[src/rtl/cpu_control_fsm.sv]
// cpu_control_fsm: fetch/decode/execute sequencer for the 8-bit accumulator CPU.
module cpu_control_fsm #(
  parameter int WAIT_MAX = 15
) (
  input  logic       clk,
  input  logic       reset,
  input  logic [3:0] opcode,
  input  logic       z_flag,
  input  logic       mem_ready,
  output logic [1:0] bus_sel,
  output logic       ld_mar,
  output logic       ld_mdr,
  output logic       mdr_src,
  output logic       ld_ir,
  output logic       ld_pc,
  output logic       inc_pc,
  output logic       ld_ac,
  output logic       ld_r,
  output logic [2:0] alu_op,
  output logic       mem_rd,
  output logic       mem_wr,
  output logic       halted,
  output logic       bus_err,
  output logic       illegal
);
  localparam int CW = WAIT_MAX > 1 ? $clog2(WAIT_MAX + 1) : 1;
  localparam logic [4:0] S_IDLE = 5'd0,  S_F1  = 5'd1,  S_F2   = 5'd2,  S_F3   = 5'd3,
                         S_DEC  = 5'd4,  S_A1  = 5'd5,  S_A2   = 5'd6,  S_A3   = 5'd7,
                         S_RD   = 5'd8,  S_EXI = 5'd9,  S_W1   = 5'd10, S_W2   = 5'd11,
                         S_MOVR = 5'd12, S_MVAR = 5'd13, S_ADD = 5'd14, S_SUB  = 5'd15,
                         S_JP   = 5'd16, S_HALT = 5'd17, S_ERR = 5'd18;
  logic [4:0]    state_q, state_d;
  logic [CW-1:0] cnt_q, cnt_d;
  logic          rd_st, wait_st, tmo;
  assign rd_st   = state_q == S_F2 || state_q == S_A2 || state_q == S_RD;
  assign wait_st = rd_st || state_q == S_W2;
  // The limit cycle still honours a late mem_ready, so the timeout needs it low.
  assign tmo     = WAIT_MAX != 0 && cnt_q == CW'(WAIT_MAX) && !mem_ready;
  assign cnt_d   = wait_st && !mem_ready ? cnt_q + CW'(1) : '0;
  always_comb begin
    state_d = state_q;
    case (state_q)
      S_IDLE: state_d = S_F1;
      S_F1:   state_d = S_F2;
      S_F2:   state_d = tmo ? S_ERR : mem_ready ? S_F3 : S_F2;
      S_F3:   state_d = S_DEC;
      S_DEC:
        case (opcode)
          4'h1, 4'h2, 4'h3, 4'h8, 4'h9: state_d = S_A1;
          4'h4: state_d = S_MOVR;
          4'h5: state_d = S_MVAR;
          4'h6: state_d = S_ADD;
          4'h7: state_d = S_SUB;
          4'hF: state_d = S_HALT;
          default: state_d = S_F1;
        endcase
      S_A1:   state_d = S_A2;
      S_A2:   state_d = tmo ? S_ERR : !mem_ready ? S_A2 :
                        opcode == 4'h1 ? S_EXI : (opcode == 4'h2 || opcode == 4'h3) ? S_A3 : S_JP;
      S_A3:   state_d = opcode == 4'h2 ? S_RD : S_W1;
      S_RD:   state_d = tmo ? S_ERR : mem_ready ? S_EXI : S_RD;
      S_W1:   state_d = S_W2;
      S_W2:   state_d = tmo ? S_ERR : mem_ready ? S_F1 : S_W2;
      S_EXI, S_MOVR, S_MVAR, S_ADD, S_SUB, S_JP: state_d = S_F1;
      S_HALT, S_ERR: state_d = state_q;
      default: state_d = S_IDLE;
    endcase
  end
  always_ff @(posedge clk or posedge reset) begin
    if (reset) begin
      state_q <= S_IDLE;
      cnt_q   <= '0;
    end else begin
      state_q <= state_d;
      cnt_q   <= cnt_d;
    end
  end
  assign bus_sel = (state_q == S_F3 || state_q == S_A3 || state_q == S_EXI || state_q == S_JP) ? 2'b10 :
                   (state_q == S_W1 || state_q == S_MOVR || state_q == S_ADD || state_q == S_SUB) ? 2'b11 : 2'b00;
  assign ld_mar  = state_q == S_F1 || state_q == S_A1 || state_q == S_A3;
  assign ld_mdr  = (rd_st && mem_ready) || state_q == S_W1;
  assign mdr_src = state_q == S_W1;
  assign ld_ir   = state_q == S_F3;
  assign ld_pc   = state_q == S_JP && (opcode == 4'h8 || z_flag);
  assign inc_pc  = (state_q == S_F2 || state_q == S_A2) && mem_ready;
  assign ld_ac   = state_q == S_EXI || state_q == S_MOVR || state_q == S_ADD || state_q == S_SUB;
  assign ld_r    = state_q == S_MVAR;
  assign alu_op  = state_q == S_ADD ? 3'b001 : state_q == S_SUB ? 3'b010 : 3'b000;
  assign mem_rd  = rd_st;
  assign mem_wr  = state_q == S_W2;
  assign halted  = state_q == S_HALT;
  assign bus_err = state_q == S_ERR;
  assign illegal = state_q == S_DEC && opcode >= 4'hA && opcode <= 4'hE;
endmodule

[config.mk]
export PLATFORM = sky130hd
export DESIGN_NAME = cpu_control_fsm
export DESIGN_NICKNAME = d
export VERILOG_FILES = /design/src/rtl/cpu_control_fsm.sv
export SDC_FILE = /design/constraint.sdc
export NUM_CORES = 1
export LEC_CHECK = 0
export ABC_CLOCK_PERIOD_IN_PS = 2800
export BUFFER_PORTS_ARGS = -buffer_cell sky130_fd_sc_hd__buf_4
export CAP_MARGIN = 20
export CORE_UTILIZATION = 56
export DETAILED_ROUTE_END_ITERATION = 8
export PLACE_DENSITY_LB_ADDON = 0.1
export SKIP_CTS_REPAIR_TIMING = 1
export SYNTH_ARGS = -nofsm -noshare
export SYNTH_HDL_FRONTEND = slang
export SYNTH_SLANG_ARGS = --single-unit
[constraint.sdc]
create_clock -name clk -period 2.8 [get_ports clk]
set_clock_uncertainty 0.15 [all_clocks]
set_input_delay 0.14 -clock clk [delete_from_list [all_inputs] [get_ports clk]]
set_output_delay 0.14 -clock clk [all_outputs]
set_load 0.005 [all_outputs]
==> key figures <==
Route
  • DR DRC count: 0
  • DRT iter0 DRCs: 47
  • Vias per inst: 6.096
  • Antenna Violating Nets Remaining: 0
  • Pre-antenna DRT Iters: 4
  • Vias: 1085
  • WL/cell: 13.57 um
  • DRT Wirelength: 2416 um

Worst setup path
  • CP Launch Type: register
  • Worst setup path start: state_q[0]$_DFFE_PP0N_
  • Crit end category: primary output
  • Worst-path maximum fanout: 18
  • CP Class: register to primary output
  • CP Data Arrival Time: 1.95 ns
  • Req. time, crit path: 2.51 ns
  • RR Startpoint: state_q[2]$_DFFE_PP0N_

STA
  • Final min period: 2.236 ns
  • Hold WS: 0.1788 ns
  • Setup_tns: 0 ns
  • RSZ-0062 raised after global routing: no
  • Final setup viols: 0
  • Hold Vio Cnt, Final: 0
  • Relative slew slack: 60.56%
  • Max-slew violations: 0
  • Fmax: 447.3 MHz
  • Worst-Margin Slew: 0.5915 ns
  • Final period util: 79.85%

Placement
  • Port bufs: 24
  • Routability cong.: 0.8627
  • HPWL after DPL: 1763 um

Global route
  • GRT Overall Usage: 27.89%
  • Pin count of the biggest net entering global routing: 23
  • Initial antenna violation count: 0
  • GR Overflow Total: 0
  • First-pass GRT wire length: 4133 um
  • Vias in the first global route: 940

Logic synthesis
  • #FFs+latches synth: 9
  • Seq/Total Area, Yosys: 22.28%
  • Area leader, netlist: dfrtp_1
  • Share of flip-flops with an asynchronous set or reset: 100.0%
  • Synth Cell Area: 0.001011 mm2
  • Top post-synthesis cells by area: dfrtp_1, nor2_1, nand2_1
  • Mean area per synthesized cell: 7.434 um2
  • Synth Net Count: 145
  • Post-synth EDFFs: 0
  • Synth top area share: 22.28%
  • Main synth FF type: dfrtp_1
  • Netlist cell types: 50
  • Syn Inst Count: 136
  • Warnings from Yosys: 0

Die
  • # IOs: 26
  • Core Box Area: 0.001594 mm2
  • Die Footprint: 0.001979 mm2
  • Die height: 44.49 um
  • Initial Util: 63.42%
  • Rows: 14
  • DIE WIDTH: 44.49 um

Final layout
  • Area of the multi-input gates: 675.6 um2
  • Total of fill cells in the finished design: 148
  • Layout Area Growth over Synthesis: 16.83%
  • ANT cells: 0
  • Layout cells sized above 1: 20.78%
  • Nets@finish: 164
  • Register area: 225.2 um2

CTS
  • Sink Count: 9
  • CTS root buffer: clkbuf_4
  • Max clock buf depth: 2
  • Inserted Clock Buffers: 3
  • Clk slew on worst S/H paths: 0.06 ns
  • Clock insertion delay at the later pin of the skew report: 0.25 ns
  • CTS tree: yes
  • H-tree depth: 1

Outcome
  • Outcome: completed

Power
  • Worst IR Drop VDD: 606.6 uV
  • Pleak: 0.5224 nW
  • Total power divided by cell area: 901.0 mW/mm2

Worst hold path
  • Worst hold path startpoint: opcode[3]
  • Worst Hold Class: input port to register

Run
  • Max cap viols: 0
[cell usage in the layout (no fill, tap or decap), drive strengths merged, types with 2 or more instances in the layout]
cell type   n
a2111oi     2
a21oi       7
a31oi       4
and3        4
buf        25
clkbuf      4
dfrtp       9
inv         7
nand2      10
nand2b      4
nor2       19
nor2b       5
nor3        3
nor3b       4
nor4        3
o21ai       6
o2bb2ai     2
o31ai       3
or3         3
or3b        2
or4         2
xnor2       3
[stage by stage]
stage	area (um2)	worst slack, ns	power [mW]	util [%]	instances
4_1_cts	1171	0.5962	1.058	73.47	177
5_1_grt	1181	0.4483	1.162	74.10	178
2_1_floorplan	1011	1.079	0.7996	-	136
3_3_place_gp	1145	0.8376	0.9419	71.82	173
6_report	1181	0.5642	1.064	74.10	178
3_5_place_dp	1145	0.8375	0.9589	71.82	173
[worst max-delay path, stage by stage (launching register included)]
cell and delay (ns):
dfrtp_1 0.66, inv_1 0.21, maj3_1 0.41, a22oi_1 0.16, o2bb2ai_1 0.10, buf_4 0.15
[power by group]
group	total (mW)	internal (mW)	switching (mW)
combinational	0.646	0.322	0.324
clock	0.0932	0.0545	0.0387
sequential	0.325	0.168	0.157
total	1.06	0.544	0.520
[logic make-up (layout without fill, tap and decap cells)]
| logic type | count (synthesis) | after routing | share of synthesized area, % |
|---|---|---|---|
| AND/OR/NAND/NOR | 67 | 67 | 37.62 |
| AO/OA/AOI/OAI | 33 | 33 | 22.15 |
| buffers and inverters | 19 | 37 | 10.89 |
| flip-flops | 9 | 9 | 22.28 |
| XOR/XNOR | 4 | 4 | 3.466 |
| adder cells (fa/ha/maj) | 2 | 2 | 2.228 |
| other | 1 | 1 | 0.3709 |
| multiplexers | 1 | 1 | 0.9901 |
[layout make-up]
type,instances,area share (%)
inverters,7,2.225
well taps,24,2.542
repair buffers,26,16.74
flip-flops and latches,9,19.07
clock buffers,4,2.225
multi-input cells,108,57.20
[Yosys cell counts (2+ instances only)]
| cell | n |
|---|---|
| buf_6 | 2 |
| buf_2 | 4 |
| buf_4 | 2 |
| o21ai_0 | 5 |
| nor3b_1 | 4 |
| and3_1 | 4 |
| nor4_1 | 3 |
| nor3_1 | 3 |
| nand2b_1 | 4 |
| nor2b_1 | 5 |
| o31ai_1 | 3 |
| a2111oi_0 | 2 |
| inv_1 | 7 |
| a21oi_1 | 7 |
| nor2_1 | 19 |
| a31oi_1 | 4 |
| clkbuf_1 | 2 |
| or3_1 | 3 |
| o2bb2ai_1 | 2 |
| or4_1 | 2 |
| dfrtp_1 | 9 |
| xnor2_1 | 3 |
| nand2_1 | 10 |
[path summary, 6_finish.rpt]
check / endpoint / slack, ns / cells after the start
setup / recovery: bus_sel[1] / 0.56 / 5
hold / removal: state_q[3]$_DFFE_PP0N_ / 0.18 / 4
setup reg to reg: cnt_q[3]$_DFF_PP0_ / 0.81 / 4
hold reg to reg: cnt_q[0]$_DFF_PP0_ / 0.33 / 1
max in group asynchronous: state_q[1]$_DFFE_PP0N_ / 2.01 / 3
min in group asynchronous: state_q[0]$_DFFE_PP0N_ / 0.24 / 3
[routing by layer]
metal | vias to the layer above | wire, um | track usage (%)
met5 | - | 0 | 0
li1 | 533 | - | -
met1 | 497 | 1072 | 38.11
met2 | 51 | 1114 | 44.41
met4 | 0 | 12 | 6.061
met3 | 4 | 216 | 7.347
[sequential cells by signal, summed over array words and instances (netlist names)]
name	flops
cnt_q	4
state_q	5
Note: power is estimated with default switching activity, not from simulation.
